## src/rtl/cpu_pkg.sv

```systemverilog
// Shared types and constants for the 16-bit five-stage CPU pipeline.
// Provides special-register selects, ALU opcodes, ID/EX state and the bubble control word.
package cpu_pkg;

  localparam logic [1:0] SPEC_NONE = 2'b00;
  localparam logic [1:0] SPEC_T    = 2'b01;
  localparam logic [1:0] SPEC_SP   = 2'b10;
  localparam logic [1:0] SPEC_IH   = 2'b11;

  localparam logic [3:0] ALU_ADD = 4'd0;
  localparam logic [3:0] ALU_SUB = 4'd1;
  localparam logic [3:0] ALU_AND = 4'd2;
  localparam logic [3:0] ALU_OR  = 4'd3;
  localparam logic [3:0] ALU_XOR = 4'd4;
  localparam logic [3:0] ALU_SLL = 4'd5;
  localparam logic [3:0] ALU_SRA = 4'd6;
  localparam logic [3:0] ALU_SLT = 4'd7;
  localparam logic [3:0] ALU_PASS_B = 4'd8;

  typedef enum logic [1:0] {
    RUN     = 2'd0,
    BUBBLE  = 2'd1,
    FLUSHED = 2'd2
  } idex_state_e;

  typedef struct packed {
    logic       reg_write;
    logic       mem_read;
    logic       mem_write;
    logic [1:0] write_spec;
  } ctrl_t;

  // A bubble must look like a NOP to forwarding and memory: nothing written, nothing accessed.
  localparam ctrl_t CTRL_BUBBLE = '{reg_write: 1'b0, mem_read: 1'b0, mem_write: 1'b0,
                                    write_spec: SPEC_NONE};

  function automatic logic spec_hit(input logic [1:0] wr_spec, input logic [1:0] rd_spec);
    return (wr_spec != SPEC_NONE) && (wr_spec == rd_spec);
  endfunction

endpackage

```

## src/rtl/hazard_detect.sv

```systemverilog
// Combinational load-use detector comparing the load in EX against the operands read in ID.
// A hit on either a general register or a matching special register requests one bubble.
module hazard_detect
  import cpu_pkg::*;
#(
  parameter int REG_ID_W = 3
) (
  input  logic                i_valid_ex,
  input  logic                i_mem_read_ex,
  input  logic                i_reg_write_ex,
  input  logic [REG_ID_W-1:0] i_wr_id_ex,
  input  logic [1:0]          i_wr_spec_ex,
  input  logic [REG_ID_W-1:0] i_rx_id,
  input  logic [REG_ID_W-1:0] i_ry_id,
  input  logic                i_uses_rx,
  input  logic                i_uses_ry,
  input  logic [1:0]          i_rd_spec_id,
  output logic                o_lu
);

  logic w_gpr_hit;
  logic w_spec_hit;

  assign w_gpr_hit  = i_valid_ex & i_mem_read_ex & i_reg_write_ex &
                      ((i_uses_rx & (i_rx_id == i_wr_id_ex)) |
                       (i_uses_ry & (i_ry_id == i_wr_id_ex)));
  assign w_spec_hit = i_mem_read_ex & spec_hit(i_wr_spec_ex, i_rd_spec_id);
  assign o_lu       = w_gpr_hit | w_spec_hit;

endmodule

```

## src/rtl/idex_stage.sv

```systemverilog
// ID/EX pipeline register with load-use bubble, flush squash and PC/IF-ID stall generation.
// Optional HAZARD_STATS_EN adds saturating stallCount/flushCount outputs.
module idex_stage
  import cpu_pkg::*;
#(
  parameter int DATA_W   = 16,
  parameter int REG_ID_W = 3,
  parameter int ALUOP_W  = 4
) (
  input  logic                clk,
  input  logic                rst,
  input  logic                hold,
  input  logic                flush,
  input  logic [REG_ID_W-1:0] rx_id,
  input  logic [REG_ID_W-1:0] ry_id,
  input  logic [REG_ID_W-1:0] rz_id,
  input  logic                regWrite_id,
  input  logic [REG_ID_W-1:0] registerToWriteId_id,
  input  logic [1:0]          writeSpecReg_id,
  input  logic [1:0]          readSpecReg_id,
  input  logic                memRead_id,
  input  logic                memWrite_id,
  input  logic [ALUOP_W-1:0]  aluOp_id,
  input  logic [DATA_W-1:0]   data1_id,
  input  logic [DATA_W-1:0]   data2_id,
  input  logic [DATA_W-1:0]   imm_id,
  input  logic [DATA_W-1:0]   pc_id,
  input  logic                uses_rx_id,
  input  logic                uses_ry_id,
  output logic [REG_ID_W-1:0] Rx_a_IDEX,
  output logic [REG_ID_W-1:0] Ry_a_IDEX,
  output logic [REG_ID_W-1:0] Rz_a_IDEX,
  output logic                regWrite_a_IDEX,
  output logic [REG_ID_W-1:0] registerToWriteId_a_IDEX,
  output logic [1:0]          writeSpecReg_a_IDEX,
  output logic [1:0]          readSpecReg_a_IDEX,
  output logic                memRead_a_IDEX,
  output logic                memWrite_a_IDEX,
  output logic [ALUOP_W-1:0]  aluOp_a_IDEX,
  output logic [DATA_W-1:0]   data1_a_IDEX,
  output logic [DATA_W-1:0]   data2_a_IDEX,
  output logic [DATA_W-1:0]   imm_a_IDEX,
  output logic [DATA_W-1:0]   pc_a_IDEX,
  output logic                uses_rx_a_IDEX,
  output logic                uses_ry_a_IDEX,
  output logic                valid_IDEX,
  output logic                stall
`ifdef HAZARD_STATS_EN
  ,
  output logic [15:0]         stallCount,
  output logic [15:0]         flushCount
`endif
);

  idex_state_e         r_state;
  idex_state_e         w_state_nxt;
  ctrl_t               r_ctrl;
  logic [REG_ID_W-1:0] r_rx;
  logic [REG_ID_W-1:0] r_ry;
  logic [REG_ID_W-1:0] r_rz;
  logic [REG_ID_W-1:0] r_wr_id;
  logic [1:0]          r_rd_spec;
  logic [ALUOP_W-1:0]  r_alu_op;
  logic [DATA_W-1:0]   r_data1;
  logic [DATA_W-1:0]   r_data2;
  logic [DATA_W-1:0]   r_imm;
  logic [DATA_W-1:0]   r_pc;
  logic                r_uses_rx;
  logic                r_uses_ry;
  logic                r_valid;

  logic                w_lu;
  logic                w_load_bubble;
  logic                w_lu_stall;

  hazard_detect #(
    .REG_ID_W(REG_ID_W)
  ) u_hazard_detect (
    .i_valid_ex    (r_valid),
    .i_mem_read_ex (r_ctrl.mem_read),
    .i_reg_write_ex(r_ctrl.reg_write),
    .i_wr_id_ex    (r_wr_id),
    .i_wr_spec_ex  (r_ctrl.write_spec),
    .i_rx_id       (rx_id),
    .i_ry_id       (ry_id),
    .i_uses_rx     (uses_rx_id),
    .i_uses_ry     (uses_ry_id),
    .i_rd_spec_id  (readSpecReg_id),
    .o_lu          (w_lu)
  );

  // Hold is applied in the register process; this decides what the next edge loads.
  always_comb begin
    w_state_nxt   = RUN;
    w_load_bubble = 1'b0;
    w_lu_stall    = 1'b0;
    if (flush) begin
      w_load_bubble = 1'b1;
      w_state_nxt   = FLUSHED;
    end else begin
      case (r_state)
        RUN: begin
          if (w_lu) begin
            w_load_bubble = 1'b1;
            w_lu_stall    = 1'b1;
            w_state_nxt   = BUBBLE;
          end
        end
        default: w_state_nxt = RUN;
      endcase
    end
  end

  always_ff @(posedge clk) begin
    if (!rst) begin
      r_state   <= RUN;
      r_ctrl    <= CTRL_BUBBLE;
      r_rx      <= '0;
      r_ry      <= '0;
      r_rz      <= '0;
      r_wr_id   <= '0;
      r_rd_spec <= '0;
      r_alu_op  <= '0;
      r_data1   <= '0;
      r_data2   <= '0;
      r_imm     <= '0;
      r_pc      <= '0;
      r_uses_rx <= 1'b0;
      r_uses_ry <= 1'b0;
      r_valid   <= 1'b0;
    end else if (!hold) begin
      r_state <= w_state_nxt;
      if (w_load_bubble) begin
        r_ctrl    <= CTRL_BUBBLE;
        r_rx      <= '0;
        r_ry      <= '0;
        r_rz      <= '0;
        r_wr_id   <= '0;
        r_rd_spec <= '0;
        r_alu_op  <= '0;
        r_data1   <= '0;
        r_data2   <= '0;
        r_imm     <= '0;
        r_pc      <= '0;
        r_uses_rx <= 1'b0;
        r_uses_ry <= 1'b0;
        r_valid   <= 1'b0;
      end else begin
        r_ctrl    <= '{reg_write: regWrite_id, mem_read: memRead_id,
                       mem_write: memWrite_id, write_spec: writeSpecReg_id};
        r_rx      <= rx_id;
        r_ry      <= ry_id;
        r_rz      <= rz_id;
        r_wr_id   <= registerToWriteId_id;
        r_rd_spec <= readSpecReg_id;
        r_alu_op  <= aluOp_id;
        r_data1   <= data1_id;
        r_data2   <= data2_id;
        r_imm     <= imm_id;
        r_pc      <= pc_id;
        r_uses_rx <= uses_rx_id;
        r_uses_ry <= uses_ry_id;
        r_valid   <= 1'b1;
      end
    end
  end

  // Gated by reset so upstream stages never see a stall while the pipe is being cleared.
  assign stall = rst & (hold | w_lu_stall);

  assign Rx_a_IDEX                = r_rx;
  assign Ry_a_IDEX                = r_ry;
  assign Rz_a_IDEX                = r_rz;
  assign regWrite_a_IDEX          = r_ctrl.reg_write;
  assign registerToWriteId_a_IDEX = r_wr_id;
  assign writeSpecReg_a_IDEX      = r_ctrl.write_spec;
  assign readSpecReg_a_IDEX       = r_rd_spec;
  assign memRead_a_IDEX           = r_ctrl.mem_read;
  assign memWrite_a_IDEX          = r_ctrl.mem_write;
  assign aluOp_a_IDEX             = r_alu_op;
  assign data1_a_IDEX             = r_data1;
  assign data2_a_IDEX             = r_data2;
  assign imm_a_IDEX               = r_imm;
  assign pc_a_IDEX                = r_pc;
  assign uses_rx_a_IDEX           = r_uses_rx;
  assign uses_ry_a_IDEX           = r_uses_ry;
  assign valid_IDEX               = r_valid;

`ifdef HAZARD_STATS_EN
  logic [15:0] r_stall_cnt;
  logic [15:0] r_flush_cnt;

  always_ff @(posedge clk) begin
    if (!rst) begin
      r_stall_cnt <= '0;
      r_flush_cnt <= '0;
    end else if (!hold) begin
      if (w_lu_stall && (r_stall_cnt != 16'hFFFF)) r_stall_cnt <= r_stall_cnt + 16'd1;
      if (flush && (r_flush_cnt != 16'hFFFF))      r_flush_cnt <= r_flush_cnt + 16'd1;
    end
  end

  assign stallCount = r_stall_cnt;
  assign flushCount = r_flush_cnt;
`else
  // Statistics counters are not built in this configuration.
`endif

endmodule

```

## config.mk

```make
export PLATFORM = sky130hd
export DESIGN_NAME = idex_stage
export DESIGN_NICKNAME = d
export VERILOG_FILES = /design/src/rtl/cpu_pkg.sv /design/src/rtl/hazard_detect.sv /design/src/rtl/idex_stage.sv
export SDC_FILE = /design/constraint.sdc
export NUM_CORES = 1
export LEC_CHECK = 0
export ABC_AREA = 1
export BUFFER_PORTS_ARGS = -buffer_cell sky130_fd_sc_hd__buf_2
export CORE_MARGIN = 8
export CORE_UTILIZATION = 46
export DETAILED_ROUTE_END_ITERATION = 12
export PLACE_DENSITY = 0.8
export SYNTH_ARGS = -nofsm -noshare
export SYNTH_HDL_FRONTEND = slang
export SYNTH_SLANG_ARGS = --single-unit
```

## constraint.sdc

```tcl
create_clock -name clk -period 1.8 [get_ports clk]
set_clock_uncertainty 0.05 [all_clocks]
set_input_delay 0.18 -clock clk [delete_from_list [all_inputs] [get_ports clk]]
set_output_delay 0.18 -clock clk [all_outputs]
set_load 0.02 [all_outputs]
```

Yosys cells after proc, flatten, opt, wreduce, memory -nomap -nowiden
Cells that the tools add are included.
Widths: inputs -> output; s select.
- eq/ne operators: 3
- bitwise logic cells: 10
- reduce and logical (&&, ||, !) cells: 3
- mux-type cells: 21
- operators with widths (cell ; number):
    $mux 16 ; 4
    $mux 3 ; 4
    $mux 1 ; 8
    $and 1x1->1 ; 7
    $eq 3x3->1 ; 2
    $mux 2 ; 3
    $mux 5 ; 1
    $mux 4 ; 1
    $or 1x1->1 ; 3
    $eq 2x2->1 ; 1
    $logic_not 2->1 ; 1
    $reduce_bool 2->1 ; 1
    $logic_and 1x1->1 ; 1
- input bits: 93
- output and inout port bits: 91
- register bits after elaboration: 92
- word-level logic and storage cells: 55

Depth between registers and ports, before layout
- word-level depth: 10
- gate-level depth with buffers: 12
- gate-level depth less buffers: 12

Hierarchy
From an unflattened synthesis, not the netlist that was laid out.
- cells, all modules: 453
- area total of the unflattened synthesis: 3470.8 um^2
- modules (own cells, without submodules) (module ; instances ; area each (um^2) ; seq. area each (um^2) ; cells an instance):
    idex_stage ; 1 ; 3305.7 ; 1841.8 ; 412
    hazard_detect ; 1 ; 165.2 ; 0.0 ; 41

Worst setup path after synthesis
OpenSTA, ideal clock, no wires.
- path type: register to output
- from: reg r_wr_id[2] (netlist: registerToWriteId_a_IDEX[2])
- to: out stall
- buffers on the path: 0
- data required time: 1.570 ns
- data arrival time: 1.391 ns
- slack: 0.179 ns
- cell stages (with the launch flop): 13
- cells stage by stage: dfxtp_1 inv_1 nand2_1 nand2_1 nor2_1 nand2_1 nand2_1 nand2_1 nand2_2 nand2_8 nand2_1 nand3_1 inv_1
- word-level cells in the longest chain between the ends: 10
- elaborated cells on any way between the ends: 12
- classes of those cells: 2 x eq/ne; 3 x mux; 7 x bitwise
- ends and longest elaborated chain (item ; line ; text):
    start: declaration ; idex_stage.sv:61 ; logic [REG_ID_W-1:0] r_wr_id;
    start signal: assignment ; idex_stage.sv:154 ; r_wr_id <= registerToWriteId_id;
    $eq 3x3->1 (on tied branches) ; hazard_detect.sv:25, hazard_detect.sv:26 ;
    $and 1x1->1 (on tied branches) ; hazard_detect.sv:25, hazard_detect.sv:26 ;
    $or 1x1->1 * ; hazard_detect.sv:25 ; ((i_uses_rx & (i_rx_id == i_wr_id_ex)) |
    $and 1x1->1 * ; hazard_detect.sv:24 ; assign w_gpr_hit = i_valid_ex & i_mem_read_ex & i_reg_write_ex &
    $or 1x1->1 * ; hazard_detect.sv:28 ; assign o_lu = w_gpr_hit | w_spec_hit;
    $mux 1 * ; idex_stage.sv:103 ; if (w_lu) begin
    $mux 1 * ; idex_stage.sv:101 ; case (r_state)
    $mux 1 * ; idex_stage.sv:97 ; if (flush) begin
    $or 1x1->1 * ; idex_stage.sv:169 ; assign stall = rst & (hold | w_lu_stall);
    $and 1x1->1 * ; idex_stage.sv:169 ;
    end: declaration ; idex_stage.sv:47 ; output logic stall
Every way passes the cells marked *; elsewhere a longest branch is shown, timed or not.

Worst setup path after layout
Same ends and word-level chain as after synthesis.

==> metrics.yaml <==
status: "complete, but fails checks"
failed_checks: "setup timing"
htreeDepth: 3
cts_buffers: 9
min_delay_path_depth: 3
clkPwrFrac: 0.326
wl_per_cell_um: 14.8
slew_viol_final: 0
crit_top_cell: "nand2_1"
grt_first_pass_wirelength_mm: 17.4
cp_top_family: "simple AND/OR/NAND/NOR gates"
firstDrtPassIters: 4
yosysTopAreaCellShare: 0.492
crit_slowest_cell: "dfxtp_4"
setup_ws_ps: -9.83
drt-total-wl_mm: 10.9
routed-via-count: 3706
ys_top_cells_by_area: "dfxtp_1 49%, a21oi_1 12%, nand2_1 11%"
holdWs_ps: 32.7
syn_area_um2: 3740
max_slew_margin: 0.632
period_needed_ps: 1810
rows: 33
grt_use_total: 0.184
clock_sinks: 92
rsz0062_at_grt: "yes"
arrival_ps: 1580
synth_top_area_cell: "dfxtp_1"
max_cap_viol_count: 0
fp.coreArea_um2: 8050
min_from: "data1_id[7]"
drc: 0
pwr-share-comb: 0.143
first_global_vias: 3653
worst-path-buf-inv: 3
synth_edf_count: 0
clk_pin_slew_ps: 100
pwr-share-seq: 0.531
nNetsFinal: 718
antenna_found_initial: 0
p_int_mw: 2.98
antenna_cells: 0
worst_setup_path_end_kind: "output pin"
yosys_warnings: 0
insertion_delay_ps: 340
port_buffers: 183
switching_share: 0.264
async_flop_share: 0
hold_viol: 0
yosys-top-cells-count: "114 x nand2_1, 92 x dfxtp_1, 86 x a21oi_1"
worstPathRequired_ps: 1570
die_area_um2: 11300
cts_tree: "built"
worstSetupPathType: "reg -> out"
setup_violations: 1
startpoint_type: "flip-flop"
grt_max_degree: 66
drt_iter0_drc: 166
layout-drive-gt1-share: 0.411
reg2reg_from: "registerToWriteId_a_IDEX[2]"
ys_seq_area_frac: 0.492
ant_nets: 0
leakage_nw: 2.26
yosysMostFrequentCell: "nand2_1"
period_share: 1.01
gp_congestion: 0.775
p_sw_mw: 1.07
routed_via_density: 5.04
fp.dieH_um: 106
ff2ff_path_depth: 16
initial_core_util: 0.465
reg2reg_to: "r_state[0]"
syn_area_per_cell_um2: 8.26
synth_cell_types: 19
fmax_ghz: 0.553
synth_cells: 453
ys_ff_latch: 92
path_cells: "inv_2, nand2_1, nand2_1, nor2_2, nand2_1, nand2_1, nand2_1, nand2_2, nand2_8, nand2_4, nand3_4, inv_2, buf_6"
max_stage_delay_ps: 380
hold_path_end: "data1_a_IDEX[7]"
die_x_um: 106
synth_ff_type: "dfxtp_1"
worst_ir_drop_vdd_uv: 488
r2r_slack_ps: 80
dp_hpwl_mm: 7.80
io_pins: 184
gr-total-overflow: 0
cp_max_fo: 5
syn_to_final_growth_pct: 32.2
cts_root_buf: "clkbuf_8"
post-route-util: 0.614
clockBufferDepth: 2
hold_class: "in -> reg"
worst-slew-pin-transition_ps: 552
syn-num-nets: 546
power_density_nw_per_um2: 820
[timing repair]
item | 4_1_cts | 5_1_grt
resized for setup | 11 | 10
buffers inserted | 6 | 0
gates cloned | 0 | 1
hold buffers | 0 | 0
setup endpoints to repair | 1 | 61
pin swaps | 3 | 7
[worst reg2reg max path, stage by stage (launching register included)]
cell,delay [ps]
dfxtp_4,380
inv_2,40
nand2_1,50
nand2_1,60
nor2_2,100
nand2_1,50
nand2_1,60
nand2_1,60
nand2_2,100
nand2_8,60
nand2_4,70
nand3_4,60
buf_4,130
buf_4,120
buf_4,120
buf_4,120
nor2_2,60
[sequential cells by signal, indices dropped and copies added, names as in the netlist]
name,cells
Rx_a_IDEX,3
Ry_a_IDEX,3
Rz_a_IDEX,3
aluOp_a_IDEX,4
data1_a_IDEX,16
data2_a_IDEX,16
imm_a_IDEX,16
memRead_a_IDEX,1
memWrite_a_IDEX,1
pc_a_IDEX,16
r_state,2
readSpecReg_a_IDEX,2
regWrite_a_IDEX,1
registerToWriteId_a_IDEX,3
uses_rx_a_IDEX,1
uses_ry_a_IDEX,1
valid_IDEX,1
writeSpecReg_a_IDEX,2
[how the worst max path moves through the flow]
stage / slack, ps / end / from / cells past startpoint
after floorplan: 180 / stall / registerToWriteId_a_IDEX[2] / 12
after global placement: 180 / Ry_a_IDEX[1] / registerToWriteId_a_IDEX[2] / 11
after detailed placement: 80 / pc_a_IDEX[2] / registerToWriteId_a_IDEX[0] / 11
after CTS: -40 / stall / registerToWriteId_a_IDEX[2] / 13
after global routing: -160 / stall / writeSpecReg_a_IDEX[0] / 9
final: -10 / stall / registerToWriteId_a_IDEX[2] / 13
[through the flow]
step	power, mW	area, µm²	setup TNS, ps	instances	setup WS (ps)
after floorplan	2.52	3740	0	453	179
after global placement	2.75	4630	0	712	178
after detailed placement	2.77	4630	0	712	79.3
after CTS	4.11	4880	-40.5	734	-40.5
after global routing	4.25	4950	-308	735	-163
final	4.06	4950	-9.83	735	-9.83
[cell usage in the layout (no fill, tap or decap), types with 3 or more instances in the layout]
cell type	n
dfxtp_1	89
a21oi_1	86
a21oi_2	7
nand3_2	24
inv_1	8
inv_2	4
nor2_1	7
clkbuf_8	9
buf_2	182
nand2_2	3
clkbuf_1	3
nand3_1	66
buf_4	9
nand2_1	111
buf_12	4
[power groups by stage]
stage | clock network, mW | registers [mW] | logic [mW]
after global placement | 0 | 2.20 | 0.556
after detailed placement | 0 | 2.20 | 0.567
after global routing | 1.45 | 2.16 | 0.632
final | 1.32 | 2.15 | 0.579
after CTS | 1.38 | 2.15 | 0.578
after floorplan | 0 | 2.29 | 0.228
[logic make-up (layout without fill, tap and decap cells)]
kind of cell    count (synthesis)  count (layout)  share of synthesized area
simple gates                  218             218                      0.287
xor+xnor                        1               1                    0.00234
buf+inv                        49             226                     0.0869
compound gates                 93              93                      0.131
flops                          92              92                      0.492
[final cells by class]
| class | count | area [µm²] |
|---|---|---|
| clock buffer | 12 | 135 |
| clock inverter | 4 | 50.0 |
| fill | 735 | 3100 |
| inverter | 12 | 45.0 |
| multi-input combinational | 312 | 1610 |
| sequential | 92 | 1850 |
| tap | 105 | 131 |
| timing repair buffer | 198 | 1120 |
[per-layer routing]
layer  global-route usage  wire [µm]  vias up
met5                    0          0        -
met2                0.313       5470      120
met4               0.0563        119        0
met3               0.0762       1040        8
li1                     -          -     1850
met1                0.204       4270     1728
Note: power is estimated with default switching activity, not from simulation.
